**src/rtl/alu_control_sequencer.sv**
```systemverilog
// Hardwired T-state sequencer: decodes the opcode nibble into active-low datapath enables, one step per clock.
// Enables are combinational from the registered T-state; optional macro SEQ_SKIP_EMPTY_TSTATES_EN ends instructions early.
module alu_control_sequencer #(
  parameter int OPCODE_WIDTH = 4
) (
  input  logic       i_CLOCK,
  input  logic       i_CLEAR_n,
  input  logic [7:0] i_INSTR,
  input  logic       i_ZERO_FLAG,
  input  logic       i_CARRY_FLAG,
  output logic       o_PC_OUT_n,
  output logic       o_PC_INC_n,
  output logic       o_PC_LOAD_n,
  output logic       o_MAR_IN_n,
  output logic       o_RAM_IN_n,
  output logic       o_RAM_OUT_n,
  output logic       o_IR_IN_n,
  output logic       o_IR_OUT_n,
  output logic       o_A_IN_n,
  output logic       o_A_OUT_n,
  output logic       o_B_IN_n,
  output logic       o_ALU_OUT_n,
  output logic       o_SUB,
  output logic       o_UPDATE_FLAGS_n,
  output logic       o_OUT_IN_n,
  output logic       o_HALT,
  output logic [2:0] o_TSTATE
);

  typedef enum logic [2:0] {
    T0 = 3'd0,
    T1 = 3'd1,
    T2 = 3'd2,
    T3 = 3'd3,
    T4 = 3'd4
  } tstate_t;

  localparam logic [OPCODE_WIDTH-1:0] OP_NOP = OPCODE_WIDTH'(4'h0);
  localparam logic [OPCODE_WIDTH-1:0] OP_LDA = OPCODE_WIDTH'(4'h1);
  localparam logic [OPCODE_WIDTH-1:0] OP_ADD = OPCODE_WIDTH'(4'h2);
  localparam logic [OPCODE_WIDTH-1:0] OP_SUB = OPCODE_WIDTH'(4'h3);
  localparam logic [OPCODE_WIDTH-1:0] OP_STA = OPCODE_WIDTH'(4'h4);
  localparam logic [OPCODE_WIDTH-1:0] OP_LDI = OPCODE_WIDTH'(4'h5);
  localparam logic [OPCODE_WIDTH-1:0] OP_JMP = OPCODE_WIDTH'(4'h6);
  localparam logic [OPCODE_WIDTH-1:0] OP_JC  = OPCODE_WIDTH'(4'h7);
  localparam logic [OPCODE_WIDTH-1:0] OP_JZ  = OPCODE_WIDTH'(4'h8);
  localparam logic [OPCODE_WIDTH-1:0] OP_OUT = OPCODE_WIDTH'(4'hE);
  localparam logic [OPCODE_WIDTH-1:0] OP_HLT = OPCODE_WIDTH'(4'hF);

  tstate_t                 r_tstate;
  tstate_t                 w_tstate_nxt;
  logic                    r_halt;
  logic                    w_halt_nxt;
  logic                    w_last;
  logic [OPCODE_WIDTH-1:0] w_opcode;
  logic                    w_unused_operand;

  assign w_opcode         = i_INSTR[7 -: OPCODE_WIDTH];
  assign w_unused_operand = ^i_INSTR[7-OPCODE_WIDTH:0];

`ifdef SEQ_SKIP_EMPTY_TSTATES_EN
  tstate_t w_last_step;

  // HLT maps to T4 so it never short-circuits; it freezes at T3 instead.
  always_comb begin
    w_last_step = T1;
    case (w_opcode)
      OP_LDI, OP_JMP, OP_JC, OP_JZ, OP_OUT: w_last_step = T2;
      OP_LDA, OP_STA:                       w_last_step = T3;
      OP_ADD, OP_SUB, OP_HLT:               w_last_step = T4;
      default:                              w_last_step = T1;
    endcase
  end

  assign w_last = (r_tstate == w_last_step);
`else
  assign w_last = 1'b0;
`endif

  always_ff @(posedge i_CLOCK or negedge i_CLEAR_n) begin
    if (!i_CLEAR_n) begin
      r_tstate <= T0;
      r_halt   <= 1'b0;
    end else begin
      r_tstate <= w_tstate_nxt;
      r_halt   <= w_halt_nxt;
    end
  end

  always_comb begin
    w_tstate_nxt = r_tstate;
    w_halt_nxt   = r_halt;
    if (!r_halt) begin
      if (r_tstate == T2 && w_opcode == OP_HLT) begin
        w_halt_nxt   = 1'b1;
        w_tstate_nxt = T3;
      end else if (r_tstate == T4 || w_last) begin
        w_tstate_nxt = T0;
      end else begin
        w_tstate_nxt = tstate_t'(r_tstate + 3'd1);
      end
    end
  end

  // Reset gates the decode so T0 enables do not leak while clear is held.
  always_comb begin
    o_PC_OUT_n       = 1'b1;
    o_PC_INC_n       = 1'b1;
    o_PC_LOAD_n      = 1'b1;
    o_MAR_IN_n       = 1'b1;
    o_RAM_IN_n       = 1'b1;
    o_RAM_OUT_n      = 1'b1;
    o_IR_IN_n        = 1'b1;
    o_IR_OUT_n       = 1'b1;
    o_A_IN_n         = 1'b1;
    o_A_OUT_n        = 1'b1;
    o_B_IN_n         = 1'b1;
    o_ALU_OUT_n      = 1'b1;
    o_SUB            = 1'b0;
    o_UPDATE_FLAGS_n = 1'b1;
    o_OUT_IN_n       = 1'b1;
    if (i_CLEAR_n && !r_halt) begin
      case (r_tstate)
        T0: begin
          o_PC_OUT_n = 1'b0;
          o_MAR_IN_n = 1'b0;
        end
        T1: begin
          o_RAM_OUT_n = 1'b0;
          o_IR_IN_n   = 1'b0;
          o_PC_INC_n  = 1'b0;
        end
        T2: begin
          case (w_opcode)
            OP_LDA, OP_ADD, OP_SUB, OP_STA: begin
              o_IR_OUT_n = 1'b0;
              o_MAR_IN_n = 1'b0;
            end
            OP_LDI: begin
              o_IR_OUT_n = 1'b0;
              o_A_IN_n   = 1'b0;
            end
            OP_JMP: begin
              o_IR_OUT_n  = 1'b0;
              o_PC_LOAD_n = 1'b0;
            end
            OP_JC: begin
              o_IR_OUT_n  = 1'b0;
              o_PC_LOAD_n = ~i_CARRY_FLAG;
            end
            OP_JZ: begin
              o_IR_OUT_n  = 1'b0;
              o_PC_LOAD_n = ~i_ZERO_FLAG;
            end
            OP_OUT: begin
              o_A_OUT_n  = 1'b0;
              o_OUT_IN_n = 1'b0;
            end
            default: ;
          endcase
        end
        T3: begin
          case (w_opcode)
            OP_LDA: begin
              o_RAM_OUT_n = 1'b0;
              o_A_IN_n    = 1'b0;
            end
            OP_ADD, OP_SUB: begin
              o_RAM_OUT_n = 1'b0;
              o_B_IN_n    = 1'b0;
            end
            OP_STA: begin
              o_A_OUT_n  = 1'b0;
              o_RAM_IN_n = 1'b0;
            end
            default: ;
          endcase
        end
        T4: begin
          if (w_opcode == OP_ADD || w_opcode == OP_SUB) begin
            o_ALU_OUT_n      = 1'b0;
            o_A_IN_n         = 1'b0;
            o_UPDATE_FLAGS_n = 1'b0;
            o_SUB            = (w_opcode == OP_SUB);
          end
        end
        default: ;
      endcase
    end
  end

  assign o_HALT   = r_halt;
  assign o_TSTATE = r_tstate;

endmodule

```
**config.mk**
```make
export PLATFORM = sky130hd
export DESIGN_NAME = alu_control_sequencer
export DESIGN_NICKNAME = d
export VERILOG_FILES = /design/src/rtl/alu_control_sequencer.sv
export SDC_FILE = /design/constraint.sdc
export NUM_CORES = 1
export LEC_CHECK = 0
export BUFFER_PORTS_ARGS = -buffer_cell sky130_fd_sc_hd__buf_2
export CAP_MARGIN = 20
export CORE_AREA = 2 2 39 41
export CTS_BUF_LIST = sky130_fd_sc_hd__clkbuf_4
export DETAILED_ROUTE_END_ITERATION = 6
export DIE_AREA = 0 0 41 43
export PLACE_DENSITY = 0.76
export SYNTH_ARGS = -nofsm -noshare
export SYNTH_HDL_FRONTEND = slang
export SYNTH_SLANG_ARGS = --single-unit
```
**constraint.sdc**
```tcl
create_clock -name i_CLOCK -period 1.65 [get_ports i_CLOCK]
set_input_delay 0.165 -clock i_CLOCK [delete_from_list [all_inputs] [get_ports i_CLOCK]]
set_output_delay 0.165 -clock i_CLOCK [all_outputs]
set_load 0.1 [all_outputs]
```
==> summary.md <==
| Metric | Value |
|---|---|
| Final hold vios | `0` |
| IO buf count | `26` |
| Overall power | `roughly 2400 uW` |
| Clk pin slew, worst setup/hold paths | `0.04 ns` |
| Minimum clock period | `around 1.9 ns` |
| Starting Density | `0.4060` |
| Multi-input logic area | `just over 600 um2` |
| Area leader, netlist | `dfrtp_1` |
| Vias per std cell | `roughly 5.5` |
| IO Pins | `31` |
| Net Count, Synth | `92` |
| Post-synthesis adder-cell area fraction | `0.1114` |
| Final Skew | `~0.0022 ns` |
| N_diodes | `0` |
| Core ar. | `roughly 1400 um2` |
| Ranking of synthesized cells by area | `dfrtp_1 (18%), ha_1 (11%), o21ai_0 (5.3%)` |
| Num CTS Buffers | `3` |
| Initial DRC Count | `16` |
| Failing checks | `negative setup slack` |
| Die footprint | `approximately 1800 um2` |
| Critical Path AT | `1.73 ns` |
| Distinct cells, synth | `30` |
| DP Wirelength | `between 1 and 1.5 mm` |
| Slew margin rel. | `0.6797` |
| XOR/XNOR Fraction of Synth Area | `0.01559` |
| Clk sink count | `4` |
| Largest net degree at the start of global routing | `12` |
| Mux cell area share after synthesis | `0.04009` |
| Setup slack, reg-to-reg | `between 0.1 and 0.15 ns` |
| Most common cell after layout, fill and taps aside | `buf_12` |
| WS Path Type | `flop to output port` |
| Status | `complete, but fails checks` |
| Commonest non-fill, non-tap cells in the layout | `buf_12 (13), buf_2 (11), buf_4 (9)` |
| Initial antenna violation count | `0` |
| Synthesis Warnings | `0` |
| Via count | `about 680` |
| PD cells | `slightly below 2000 nW/um2` |
| Worst setup slack after layout | `-0.2444 ns` |
| Finished Cell Area | `1235 um2` |
| Max Cap Viol | `0` |
| Combinational family with the most area after synthesis | `simple AND/OR/NAND/NOR gates` |
| RSZ-0062 raised after global routing | `yes` |
| FF+latch area | `around 120 um2` |
| Share of layout cells above drive strength 1 | `0.7064` |
| RR Endpoint | `o_TSTATE[2]` |
| Peak VDD IR | `between 1500 and 2000 uV` |
| # fillers | `58` |
| DRC Markers | `0` |
| Vias in the first global route | `around 660` |
| Critical-path cell list | `inv_4, buf_6, ha_4, nor2b_1, nor3_1, nand4_1, buf_12` |
| WL per Instance | `~15 um` |
| CTS H-tree depth | `1` |
| Nets@finish | `between 100 and 150` |
| Die Y | `~43 um` |
| All-Layer GR Usage | `0.2402` |
| Yosys reg bits | `4` |
| Register area share after synthesis | `0.1782` |
| Worst-Skew Late Latency | `0.23 ns` |
| Row count | `14` |
| Placer congestion estimate | `0.7654` |
| Synthesized area | `561.8 um2` |
| Crit-path max FO | `4` |
| Die X | `41 um` |
| Reg2reg path depth | `7` |
| Syn_area_per_cell | `about 7.5 um2` |
| Hold Path Class | `primary input to asynchronous set/reset pin` |
| Crit-path max cell delay | `0.50 ns` |
| Final count of negative-setup-slack endpoints | `10` |
| Simple logic cell fraction of the synthesized area | `0.4276` |
| CP max stage cell | `dfrtp_4` |
| Slew @ Worst Pin | `~0.48 ns` |
| Fmax | `527.9 MHz` |
| First-pass GRT wire length | `just under 3 mm` |
| Period utilization | `1.148` |
| CTS root buf | `clkbuf_4` |
| Congestion Overflow GR | `0` |
| Area Growth Syn to Fin | `119.8%` |
| Final antenna-violating net count | `0` |
| Area after DPL | `between 1000 and 1500 um2` |
| Drt first pass iters | `4` |
| Worst setup EP type | `output port` |
| Static leakage | `between 0.0005 and 0.0006 uW` |
| Total routed wirelength | `about 1.9 mm` |
| Critical Path Source Type | `flop` |
| Worst r2r src | `o_TSTATE[0]` |
| Post-synthesis instance total | `75` |
| Synth top area share | `0.1782` |
| Worst Path Required | `1.48 ns` |
| Final slew viol count | `0` |
| Compound-Gate Fraction of Synth Area | `0.1292` |
| Clk buf depth | `2` |
| TritonCTS clock tree | `yes` |
final cells by class:
| cell class | count | share of cell area |
|---|---|---|
| flip-flops and latches | 4 | 0.09321 |
| well taps | 16 | 0.01621 |
| multi-input cells | 60 | 0.4954 |
| repair buffers | 38 | 0.3607 |
| clock buffers | 3 | 0.01824 |
| inverters | 4 | 0.01621 |
Yosys cell counts:
cell type and n:
nor3b_1 1, a21oi_1 1, inv_1 4, mux2_2 2
nor2b_4 1, and3_1 2, nor4bb_1 1, nor2_1 3
or2_2 1, o31ai_1 1, ha_1 5, buf_4 2
o31a_1 1, nand3_1 4, or2b_1 1, nand4_1 2
xnor2_1 1, nor3_1 5, buf_2 5, nand2b_1 3
nor2b_1 4, nor3_2 1, and4b_1 1, nor4_1 2
dfrtp_1 4, o21ai_0 6, o211ai_2 1, nand3b_1 1
nand2_1 8, a211o_1 1
sequential cells by signal (all words and copies together), names as in the netlist:
register,cells
o_HALT,1
o_TSTATE,3
through the flow:
stage / setup slack [ns] / TNS [ns] / instances / hold slack (ns) / utilization
after floorplan: -1.008 / -5.766 / 75 / -0.1306 / -
after global placement: -0.03284 / -0.03284 / 116 / -0.01824 / 0.7324
after detailed placement: -0.05149 / -0.07721 / 116 / -0.01153 / 0.7324
after CTS: -0.2074 / -1.288 / 123 / 0.3314 / 0.8635
after global routing: -0.2735 / -2.376 / 125 / 0.3607 / 0.8924
final: -0.2444 / -1.705 / 125 / 0.3476 / 0.8924
routing by layer:
| metal | wire length [um] | GRT usage | up-vias | share of wire |
|---|---|---|---|---|
| met1 | 737 | 0.2778 | 310 | 0.39 |
| met2 | 1029 | 0.4000 | 34 | 0.54 |
| met3 | 102 | 0.05236 | 7 | 0.054 |
| met4 | 27 | 0.1000 | 0 | 0.014 |
| met5 | 0 | 0 | - | 0 |
| li1 | - | - | 333 | - |
power by group:
part | total (uW) | switching, uW | leakage, uW | internal, uW
clock | 114 | 33.0 | 0.0000138 | 80.9
sequential | 304 | 118 | 0.0000436 | 185
combinational | 1980 | 1220 | 0.000469 | 754
total | 2400 | 1380 | 0.000526 | 1020
worst max-delay path by stage:
stage,startpoint,to,slack [ns]
2_1_floorplan,o_HALT,o_UPDATE_FLAGS_n,-1.01
3_3_place_gp,o_TSTATE[0],o_A_OUT_n,-0.03
3_5_place_dp,o_TSTATE[0],o_A_OUT_n,-0.05
4_1_cts,o_TSTATE[0],o_A_OUT_n,-0.21
5_1_grt,o_TSTATE[0],o_A_OUT_n,-0.27
6_report,o_TSTATE[0],o_A_IN_n,-0.24
worst max-delay path, delay by kind of cell (launching register included):
| kind | cells | cell delay (ns) |
|---|---|---|
| buffers and inverters | 3 | 0.40 |
| DFF | 1 | 0.50 |
| and+or+nand+nor | 3 | 0.46 |
| adders and majority gates | 1 | 0.14 |
cells by family after synthesis:
kind of cell,after synthesis
mux,2
fa+ha+maj,5
buf+inv,11
xor+xnor,1
simple gates,41
flops,4
compound gates,11
repair_timing:
item / 4_1_cts / 5_1_grt
buffers inserted: 4 / 3
pin swaps: 11 / 3
gates resized for setup: 30 / 6
endpoints found under the hold margin: 4 / 0
hold buffers: 1 / 0
endpoints found under the setup margin: 13 / 12
Note: power is estimated with default switching activity, not from simulation.
